$ cat src/rtl/id_squash_ctrl.sv
// id_squash_ctrl: ID-stage squash controller. After a control-flow redirect it
// replaces the fetched instruction with a NOP for a configurable window. Stalls
// freeze the window and the held instruction. It also reports the last redirect
// cause and keeps a saturating count of the bubbles it has issued.
module id_squash_ctrl #(
    parameter int unsigned              INST_W        = 32,
    parameter logic [INST_W-1:0]        NOP_INST      = 32'h00000013,
    parameter int unsigned              SQUASH_CYCLES = 2,
    parameter int unsigned              CNT_W         = 3
) (
    input  logic              clk,
    input  logic              rst,
    input  logic [INST_W-1:0] inst_in,
    input  logic              inst_valid_in,
    input  logic              stall,
    input  logic              ev_branch,
    input  logic              ev_mret,
    input  logic              ev_trap,
    output logic [INST_W-1:0] inst_out,
    output logic              inst_valid_out,
    output logic              squash_active,
    output logic [1:0]        squash_cause,
    output logic [CNT_W-1:0]  squash_cnt,
    output logic [15:0]       bubble_cnt
);

    typedef enum logic [1:0] {
        CAUSE_NONE   = 2'b00,
        CAUSE_BRANCH = 2'b01,
        CAUSE_MRET   = 2'b10,
        CAUSE_TRAP   = 2'b11
    } cause_e;

    localparam logic [CNT_W-1:0] CNT_RELOAD = CNT_W'(SQUASH_CYCLES - 1);

    logic              redirect;
    cause_e            cause_sel;

    logic [CNT_W-1:0]  squash_cnt_d,   squash_cnt_q;
    cause_e            squash_cause_d, squash_cause_q;
    logic [15:0]       bubble_cnt_d,   bubble_cnt_q;
    logic [INST_W-1:0] hold_inst_d,    hold_inst_q;
    logic              hold_valid_d,   hold_valid_q;

    // Redirect detection and cause priority (trap > mret > branch).
    always_comb begin
        redirect  = ev_branch | ev_mret | ev_trap;
        cause_sel = CAUSE_NONE;
        if (ev_trap) begin
            cause_sel = CAUSE_TRAP;
        end else if (ev_mret) begin
            cause_sel = CAUSE_MRET;
        end else if (ev_branch) begin
            cause_sel = CAUSE_BRANCH;
        end
    end

    // Output select: a bubble wins, then the held instruction, then pass-through.
    always_comb begin
        squash_active  = redirect | (squash_cnt_q != '0);
        inst_out       = inst_in;
        inst_valid_out = inst_valid_in;
        if (squash_active) begin
            inst_out       = NOP_INST;
            inst_valid_out = 1'b0;
        end else if (stall) begin
            inst_out       = hold_inst_q;
            inst_valid_out = hold_valid_q;
        end
    end

    // Next-state for window counter, cause, bubble counter and hold register.
    always_comb begin
        squash_cnt_d   = squash_cnt_q;
        squash_cause_d = squash_cause_q;
        bubble_cnt_d   = bubble_cnt_q;
        hold_inst_d    = hold_inst_q;
        hold_valid_d   = hold_valid_q;

        // A redirect restarts the window even while stalled; stall only freezes.
        if (redirect) begin
            squash_cnt_d   = CNT_RELOAD;
            squash_cause_d = cause_sel;
        end else if (!stall && (squash_cnt_q != '0)) begin
            squash_cnt_d = squash_cnt_q - 1'b1;
        end

        if (squash_active && !stall && (bubble_cnt_q != 16'hFFFF)) begin
            bubble_cnt_d = bubble_cnt_q + 16'd1;
        end

        // A redirect arriving during a stall poisons the hold register so the
        // release after the window cannot replay the stale instruction.
        if (!stall) begin
            hold_inst_d  = inst_out;
            hold_valid_d = inst_valid_out;
        end else if (redirect) begin
            hold_inst_d  = NOP_INST;
            hold_valid_d = 1'b0;
        end
    end

    // State registers with synchronous reset.
    always_ff @(posedge clk) begin
        if (rst) begin
            squash_cnt_q   <= '0;
            squash_cause_q <= CAUSE_NONE;
            bubble_cnt_q   <= '0;
            hold_inst_q    <= NOP_INST;
            hold_valid_q   <= 1'b0;
        end else begin
            squash_cnt_q   <= squash_cnt_d;
            squash_cause_q <= squash_cause_d;
            bubble_cnt_q   <= bubble_cnt_d;
            hold_inst_q    <= hold_inst_d;
            hold_valid_q   <= hold_valid_d;
        end
    end

    assign squash_cnt   = squash_cnt_q;
    assign squash_cause = squash_cause_q;
    assign bubble_cnt   = bubble_cnt_q;

endmodule

$ cat config.mk
export PLATFORM = sky130hd
export DESIGN_NAME = id_squash_ctrl
export DESIGN_NICKNAME = d
export VERILOG_FILES = /design/src/rtl/id_squash_ctrl.sv
export SDC_FILE = /design/constraint.sdc
export NUM_CORES = 1
export LEC_CHECK = 0
export ABC_AREA = 1
export ABC_CLOCK_PERIOD_IN_PS = 1400
export CAP_MARGIN = 20
export CORE_MARGIN = 2
export CORE_UTILIZATION = 45
export CTS_BUF_LIST = sky130_fd_sc_hd__clkbuf_8
export DETAILED_ROUTE_END_ITERATION = 7
export GPL_TIMING_DRIVEN = 0
export PLACE_DENSITY_LB_ADDON = 0.1
export SETUP_SLACK_MARGIN = 0.15
export SYNTH_ARGS = -nofsm -noshare
export SYNTH_HDL_FRONTEND = slang
export SYNTH_SLANG_ARGS = --single-unit
$ cat constraint.sdc
create_clock -name clk -period 1.4 [get_ports clk]
set_input_delay 0.14 -clock clk [delete_from_list [all_inputs] [get_ports clk]]
set_output_delay 0.14 -clock clk [all_outputs]
set_load 0.03 [all_outputs]
Yosys cells after proc, flatten, opt, wreduce, memory -nomap -nowiden --
Index checks and enable logic that the tools add are counted.
Word-level totals: bits in registers 54, bits of input ports 39, output and inout port bits 55, logic and storage cells 33
Operators by class: add/sub/neg operators 2, equal/unequal tests 2, multiplexer cells 13, bitwise logic cells 3, reductions and logical operators 7
Operators by type and width (count):
- 32-bit 2-to-1 mux | 4
- 16-bit by 1-bit adder with 16-bit output, second input constant | 1
- 16-bit != test, second input constant | 1
- 1-bit 2-to-1 mux | 7
- 2-bit 2-to-1 mux | 2
- 1-bit logical AND | 3
- 1-bit OR | 3
- 3-bit nonzero test | 1
- 3-bit by 1-bit subtractor with 3-bit output, second input constant | 1
- 2-bit by 1-bit != test with 1-bit output, second input constant | 1
- 2-bit nonzero test | 1
- 2-bit OR reduction | 1
- 1-bit zero test | 1

Longest topological paths before layout --
Gate-level depths: netlist (run 1).
depth in word-level cells 5, mapped depth 11, depth with buffers taken out 11

Least setup slack after synthesis (run 1) --
Ideal clock, no wire load.
path type register to output, from reg squash_cnt_q[0] (netlist: squash_cnt[0]), to out inst_out[10], arrival 1.917 ns, required time 1.260 ns, slack -0.657 ns, stages on the path, launching flop included 10, buffers on the path 1, cells stage by stage dfxtp_1 > inv_1 > ha_1 > inv_1 > nor2_1 > nand3_2 > nor2_1 > buf_4 > a22oi_1 > nor2_1
On the way: longest elaborated chain between the ends 3
RTL lines:
- start, declared | line 39 | logic [CNT_W-1:0] squash_cnt_d, squash_cnt_q;
- start signal, assigned | line 112 | squash_cnt_q <= squash_cnt_d;
- 3-bit nonzero test | line 60 | squash_active = redirect | (squash_cnt_q != '0);
- 1-bit OR | line 60
- net squash_active | line 21 | output logic squash_active,
- 32-bit 2-to-1 mux | line 63 | if (squash_active) begin
- end, declared | line 19 | output logic [INST_W-1:0] inst_out,
The timed path passes the listed nets, and every way through them passes these cells.

Worst setup path in the final report (run 1) --
from reg squash_cnt_q[1] (netlist: squash_cnt[1]), to out inst_out[27]
On the way: longest elaborated chain between the ends 3
RTL lines (line):
- 3-bit nonzero test | 60
- 1-bit OR | 60
- 32-bit 2-to-1 mux | 63
Every way passes these cells.

==> impl_summary.log, run 1 <==
[metrics] status: complete, but fails checks
[metrics] failing checks: negative setup slack
[metrics] area of the die: 6090 um2
[metrics] portion of the post-synthesis area used by sequential elements: 0.438
[metrics] Worst Reg2Reg Path Length in Cells: 10
[metrics] critical path peak fanout: 6
[metrics] EDFF count, synth: 0
[metrics] Vias/cell: 5.11
[metrics] drt wl/cell: 13.3 um
[metrics] worst ir drop on vdd: 0.404 mV
[metrics] count of placed standard cells including taps: 508
[metrics] deepest level of the CTS H-tree: 2
[metrics] Multi-input gate area: 1680 um2
[metrics] Power per Cell Area: 701 nW/um2
[metrics] timing-limited maximum frequency: 0.509 GHz
[metrics] normalized max-slew margin: 0.693
[metrics] commonest non-fill, non-tap cell in the layout: nor2_1
[metrics] actual slew at the worst max-slew pin: 460 ps
[metrics] worst skew pair latency: 310 ps
[metrics] setup repair after global routing missed its margin: yes
[metrics] starting DRC count in detailed routing: 116
[metrics] initial standard-cell utilization of the core: 0.474
[metrics] first-pass iteration count of the detailed router: 4
[metrics] GPL Wtd Cong: 0.860
[metrics] via count of the routed design: 2712
[metrics] clock tree from TritonCTS: done
[metrics] leakage power total: 1.62 nW
[metrics] netlist area before placement: 2470 um2
[metrics] most frequent cells in the layout: nor2_1 (67), nand2_1 (57), dfxtp_1 (40)
[metrics] core box area: 5200 um2
[metrics] Clock Sinks: 54
[metrics] total clock buffers created by CTS: 5
[metrics] crit path kind: reg2out
[metrics] final clock skew: 5.37 ps
[metrics] num ports: 94
[metrics] Async S/R FF share, synth: 0
[metrics] GRT Resource Usage Total: 0.237
[metrics] pin count of the biggest net entering global routing: 18
[metrics] post-detailed-route DRC marker count: 0
[metrics] min cycle time layout: 1970 ps
[metrics] number of antenna violations at the first check in global routing: 0
[metrics] Final Cycle Share: 1.40
[metrics] most used flip-flop cell after synthesis: dfxtp_1
[metrics] residual overflow from global routing: 0
[metrics] class of the most critical hold timing path: in2reg
[metrics] synthesized area per cell: 7.11 um2
[metrics] final-report hold violation count: 0
[metrics] post-layout worst setup margin: -566 ps
[metrics] total area of sequential cells: 1110 um2
[metrics] number of global-route vias before repair: 2602
[metrics] antenna violation net count after detailed routing: 0
[metrics] number of port buffers: 91
[metrics] count of unique library cells instantiated by Yosys: 25
[metrics] number of nets in the layout: 502
[metrics] HPWL reported at the end of detailed placement: 4.90 mm
[metrics] post-placement setup slack: -1160 ps
[metrics] global-route wire length before repair: 11.7 mm
[metrics] library cell used as clock root buffer: clkbuf_8
[metrics] element type at the critical path start: register
[metrics] count of state elements after synthesis: 54
[metrics] Synthesized Nets: 389
[metrics] Routed WL: 7.07 mm
[metrics] Vert. Die Dim: 78.1 um
[metrics] number of standard-cell rows in the floorplan: 26
[metrics] data arrival time of the worst path: 1830 ps
[metrics] cell count after synthesis: 347
[metrics] Yosys warning count: 0
[metrics] max-cap check violation count: 0
[metrics] worst hold path cell count: 2
[metrics] share of post-route cells with drive strength above 1: 0.419
[metrics] total of fill cells in the finished design: 334
[metrics] final cell count without fillers: 531
[metrics] data required time of the worst path: 1260 ps
[metrics] final max-slew violation count: 0
[metrics] clock edge transition at the registers on the reported setup and hold paths: 100 ps
[metrics] synth-to-layout area growth: 71.7%
[metrics] Clock Tree Buf Depth: 2
[metrics] antenna cells: 0
[metrics] kind of capture point of the worst setup path: output pin
[metrics] Die X-Extent: 78.1 um
[metrics] count of endpoints failing setup in the final report: 75
## layout make-up
cell class / count / share of cell area
clock inverter: 2 / 0.00354
inverter: 21 / 0.0198
clock buffer: 6 / 0.0195
buffer: 16 / 0.0295
multi-input combinational: 257 / 0.395
timing repair buffer: 105 / 0.250
tap: 70 / 0.0207
sequential: 54 / 0.262
## flip-flops by register name, summed over array words and instances (netlist names)
register and count:
hold_inst_q 32, squash_cause 2, squash_cnt 3, bubble_cnt 16
hold_valid_q 1
## kinds of logic after synthesis
family	synth area share
buffers and inverters	0.0669
adders and majority gates	0.0152
and+or+nand+nor	0.331
AOI/OAI and AO/OA	0.134
DFF	0.438
xor gates and xnor gates	0.0142
## per-stage QoR
stage	area [um2]	utilization	hold slack (ps)	total power, mW	TNS, ps
floorplan	2810	-	261	1.83	-7890
global placement	3810	0.731	442	2.01	-48680
detailed placement	3810	0.731	452	2.02	-50600
CTS	4190	0.804	121	2.98	-19410
global route	4240	0.814	140	3.08	-29680
finish	4240	0.814	121	2.97	-23000
## cells in the mapped netlist, types with 2 or more instances
cell        n  area share
a21oi_1    11       0.022
a22oi_1    30       0.091
buf_2       6       0.012
buf_4       3      0.0091
clkbuf_1    5      0.0076
dfxtp_1    54        0.44
ha_1        3       0.015
inv_1      18       0.027
inv_2       3      0.0046
nand2_1    58       0.088
nand2_2     4       0.010
nand3_1    16       0.032
nand3_2     2      0.0081
nor2_1    109        0.17
nor2_2      6       0.015
nor3_1      2      0.0041
o21ai_0     3      0.0061
o21ai_1     2      0.0041
o22ai_1     3      0.0076
xor2_1      4       0.014
## timing repair
item                       in CTS  in global routing
buffers inserted                7                  4
setup endpoints to repair     107                 97
hold endpoints to repair        0                  0
hold buffers                    0                  0
pin swaps                       9                 17
resized for setup             296                 25
gates cloned                    4                  0
## layer usage
| layer | wire, um | global-route usage | share of wire |
|---|---|---|---|
| met4 | 132 | 0.0807 | 0.019 |
| met2 | 3560 | 0.409 | 0.50 |
| met1 | 2930 | 0.295 | 0.41 |
| met5 | 0 | 0 | 0 |
| met3 | 447 | 0.0494 | 0.063 |
## where the power goes
part           total [mW]  internal (mW)  switching (mW)
logic               0.462          0.204           0.258
clock network       0.940          0.410           0.530
registers            1.57           1.55          0.0163
## worst max-delay path, cell delays in order (launching register included)
cell     delay (ps)
dfxtp_4         360
inv_4            60
ha_4            130
inv_2            40
nor2_4           90
nand3_4         100
nor2_4          120
buf_12          140
buf_8           120
a22oi_2          70
nor2_2          120
buf_6           150
## path summary, 6_finish.rpt
| kind | start | end | slack, ps |
|---|---|---|---|
| max | squash_cnt[1] | inst_out[27] | -570 |
| min | rst | hold_inst_q[11] | 120 |
| max reg2reg | squash_cnt[1] | bubble_cnt[1] | -400 |
| min reg2reg | squash_cause[1] | squash_cause[1] | 470 |
No activity file was read; power rests on OpenSTA's default activity.
==> run 2, diff against run 1 <==
- CORE_ASPECT_RATIO: unset -> 0.8
==> impl_summary.log, run 2 (same netlist as run 1, synthesis figures left out) <==
[metrics] status: complete, but fails checks (unchanged)
[metrics] failing checks: negative setup slack (unchanged)
[metrics] share of post-route cells with drive strength above 1: 0.407 (was 0.419)
[metrics] number of antenna violations at the first check in global routing: 0 (unchanged)
[metrics] kind of capture point of the worst setup path: output pin (unchanged)
[metrics] initial standard-cell utilization of the core: 0.459 (was 0.474)
[metrics] antenna violation net count after detailed routing: 0 (unchanged)
[metrics] Crit. path cell count: 10 (was 11)
[metrics] Worst Reg2Reg Path Length in Cells: 12 (was 10)
[metrics] Clock Tree Buf Depth: 2 (unchanged)
[metrics] drt wl/cell: 13.5 um (was 13.3 um)
[metrics] final max-slew violation count: 0 (unchanged)
[metrics] global-route wire length before repair: 11.3 mm (was 11.7 mm)
[metrics] largest reg by FF count: hold_inst_q (unchanged)
[metrics] number of global-route vias before repair: 2376 (was 2602)
[metrics] via count of the routed design: 2675 (was 2712)
[metrics] starting DRC count in detailed routing: 157 (was 116)
[metrics] num ports: 94 (unchanged)
[metrics] Vert. Die Dim: 70.2 um (was 78.1 um)
[metrics] worst hold path cell count: 2 (unchanged)
[metrics] GRT Resource Usage Total: 0.232 (was 0.237)
[metrics] final clock skew: 6.41 ps (was 5.37 ps)
[metrics] post-detailed-route DRC marker count: 0 (unchanged)
[metrics] Bufs and invs on worst path: 4 (was 5)
[metrics] most frequent cells in the layout: nor2_1 (70), nand2_1 (54), buf_6 (39) (was nor2_1 (67), nand2_1 (57), dfxtp_1 (40))
[metrics] data required time of the worst path: 1260 ps (about the same)
[metrics] number of standard-cell rows in the floorplan: 24 (was 26)
[metrics] Power per Cell Area: 712 nW/um2 (was 701 nW/um2)
[metrics] max-cap check violation count: 0 (unchanged)
[metrics] clock tree from TritonCTS: done (unchanged)
[metrics] GR Layer Usage met2: 0.350 (was 0.409)
[metrics] deepest level of the CTS H-tree: 2 (unchanged)
[metrics] pin count of the biggest net entering global routing: 17 (was 18)
[metrics] first-pass iteration count of the detailed router: 4 (unchanged)
[metrics] critical path peak fanout: 10 (was 6)
[metrics] synth-to-layout area growth: 68.4% (was 71.7%)
[metrics] commonest non-fill, non-tap cell in the layout: nor2_1 (unchanged)
[metrics] Clock Sinks: 54 (unchanged)
[metrics] worst skew pair latency: 310 ps (about the same)
[metrics] data arrival time of the worst path: 1790 ps (was 1830 ps)
[metrics] Multi-input gate area: 1650 um2 (was 1680 um2)
[metrics] total area of sequential cells: 1110 um2 (about the same)
[metrics] setup repair after global routing missed its margin: yes (unchanged)
[metrics] GPL Wtd Cong: 0.876 (was 0.860)
[metrics] Die X-Extent: 86.8 um (was 78.1 um)
[metrics] count of endpoints failing setup in the final report: 48 (was 75)
[metrics] number of nets in the layout: 501 (was 502)
[metrics] normalized max-slew margin: 0.694 (was 0.693)
[metrics] residual overflow from global routing: 0 (unchanged)
[metrics] post-layout worst setup margin: -527 ps (was -566 ps)
[metrics] clock edge transition at the registers on the reported setup and hold paths: 90 ps (was 100 ps)
[metrics] final-report hold violation count: 0 (unchanged)
[metrics] Routed WL: 7.08 mm (was 7.07 mm)
[metrics] timing-limited maximum frequency: 0.519 GHz (was 0.509 GHz)
[metrics] total of fill cells in the finished design: 401 (was 334)
[metrics] leakage power total: 1.61 nW (was 1.62 nW)
[metrics] core box area: 5380 um2 (was 5200 um2)
[metrics] HPWL reported at the end of detailed placement: 4.97 mm (was 4.90 mm)
[metrics] Setup TNS Final: -17530 ps (was -23000 ps)
[metrics] highest-delay cell along the critical path: dfxtp_4 (unchanged)
[metrics] element type at the critical path start: register (unchanged)
[metrics] number of port buffers: 91 (unchanged)
[metrics] library cell used as clock root buffer: clkbuf_8 (unchanged)
[metrics] final standard cell utilization of the core: 0.773 (was 0.814)
[metrics] Final Cycle Share: 1.38 (was 1.40)
[metrics] crit-path leading delay family: simple AND/OR/NAND/NOR gates (was buffers and inverters)
[metrics] Vias/cell: 5.10 (was 5.11)
[metrics] area of the die: 6100 um2 (was 6090 um2)
[metrics] crit path kind: reg2out (unchanged)
[metrics] most used routing layer: met2 (unchanged)
[metrics] flip-flop count of the largest register after layout: 32 (unchanged)
[metrics] actual slew at the worst max-slew pin: 459 ps (was 460 ps)
[metrics] antenna cells: 0 (unchanged)
[metrics] min cycle time layout: 1930 ps (was 1970 ps)
[metrics] total clock buffers created by CTS: 5 (unchanged)
[metrics] cells along the critical path: inv_4 > ha_4 > inv_2 > nor2_4 > nand3_4 > nor2_4 > buf_6 > a22oi_1 > nor2_2 > buf_6 (was inv_4 > ha_4 > inv_2 > nor2_4 > nand3_4 > nor2_4 > buf_12 > buf_8 > a22oi_2 > nor2_2 > buf_6)
[metrics] met3 layer usage reported by global route: 0.0437 (was 0.0494)
[metrics] Slowest Stage Delay on Critical Path: 360 ps (about the same)
[metrics] worst ir drop on vdd: 0.514 mV (was 0.404 mV)
[metrics] GR Util met1: 0.329 (was 0.295)
[metrics] total of hold buffers inserted after clock tree synthesis: 0 (unchanged)
[metrics] class of the most critical hold timing path: in2reg (unchanged)
[run 2: cell count changes in the layout (fill, tap and decap cells not counted), moves of 4 or more]
cell,delta
a22oi_1,+14
a22oi_2,-14
buf_6,+4
buf_8,-5
nor2_2,-7
nor2_4,+4
[run 2: worst reg2reg max path, cell delays in order, from the launching register on]
cell	delay, ps
dfxtp_4	370
inv_4	40
ha_4	150
buf_4	130
nand2_4	90
nor2_4	50
buf_6	120
buf_4	130
nor2_4	170
nand3_2	100
nand2_1	70
nand2_1	50
nor2_1	90
[run 2: final cells by class]
type | count | area share
tap | 65 | 0.0196
clock buffer | 6 | 0.0199
timing repair buffer | 104 | 0.247
sequential | 54 | 0.267
multi-input combinational | 257 | 0.396
buffer | 16 | 0.0268
inverter | 21 | 0.0202
clock inverter | 2 | 0.00301
[run 2: through the flow]
stage / total power, mW / worst slack [ps] / cell area, um2 / hold WS (ps) / cells
floorplan: 1.83 / -284 / 2810 / 261 / 347
global placement: 2.02 / -1080 / 3800 / 448 / 503
detailed placement: 2.02 / -1100 / 3800 / 460 / 503
CTS: 2.97 / -500 / 4140 / 149 / 524
global route: 3.07 / -645 / 4160 / 155 / 525
finish: 2.96 / -527 / 4160 / 145 / 525
[run 2: final timing paths]
kind,startpoint,endpoint,slack (ps)
worst max-delay path,squash_cnt[1],inst_out[15],-530
worst min-delay path,rst,bubble_cnt[3],140
worst max register to register,squash_cnt[1],bubble_cnt[15],-210
worst min register to register,squash_cause[1],squash_cause[1],470
[run 2: report_power, final]
group	total (mW)	switching, mW	internal (mW)	leakage (nW)
sequential	1.56	0.0133	1.55	0.445
combinational	0.473	0.267	0.206	1.12
clock	0.920	0.521	0.399	0.0472
total	2.96	0.801	2.16	1.61
[run 2: routing by layer]
metal,part of all wire,vias to the layer above,routed length (um)
met5,0,-,0
met4,0.015,0,106
met3,0.059,10,420
met2,0.47,88,3330
met1,0.46,1226,3230
li1,-,1351,-
[run 2: what timing repair did]
action	4_1_cts	5_1_grt
pin swaps	10	3
buffers inserted	11	1
resized for setup	307	22
setup endpoints to repair	107	98
gates cloned	2	0
==> run 3, diff against run 2 <==
- CTS_CLUSTER_DIAMETER: unset -> 200
==> results of run 3 <==
Same layout as run 2: the final DEF is identical, and so are final timing and power.
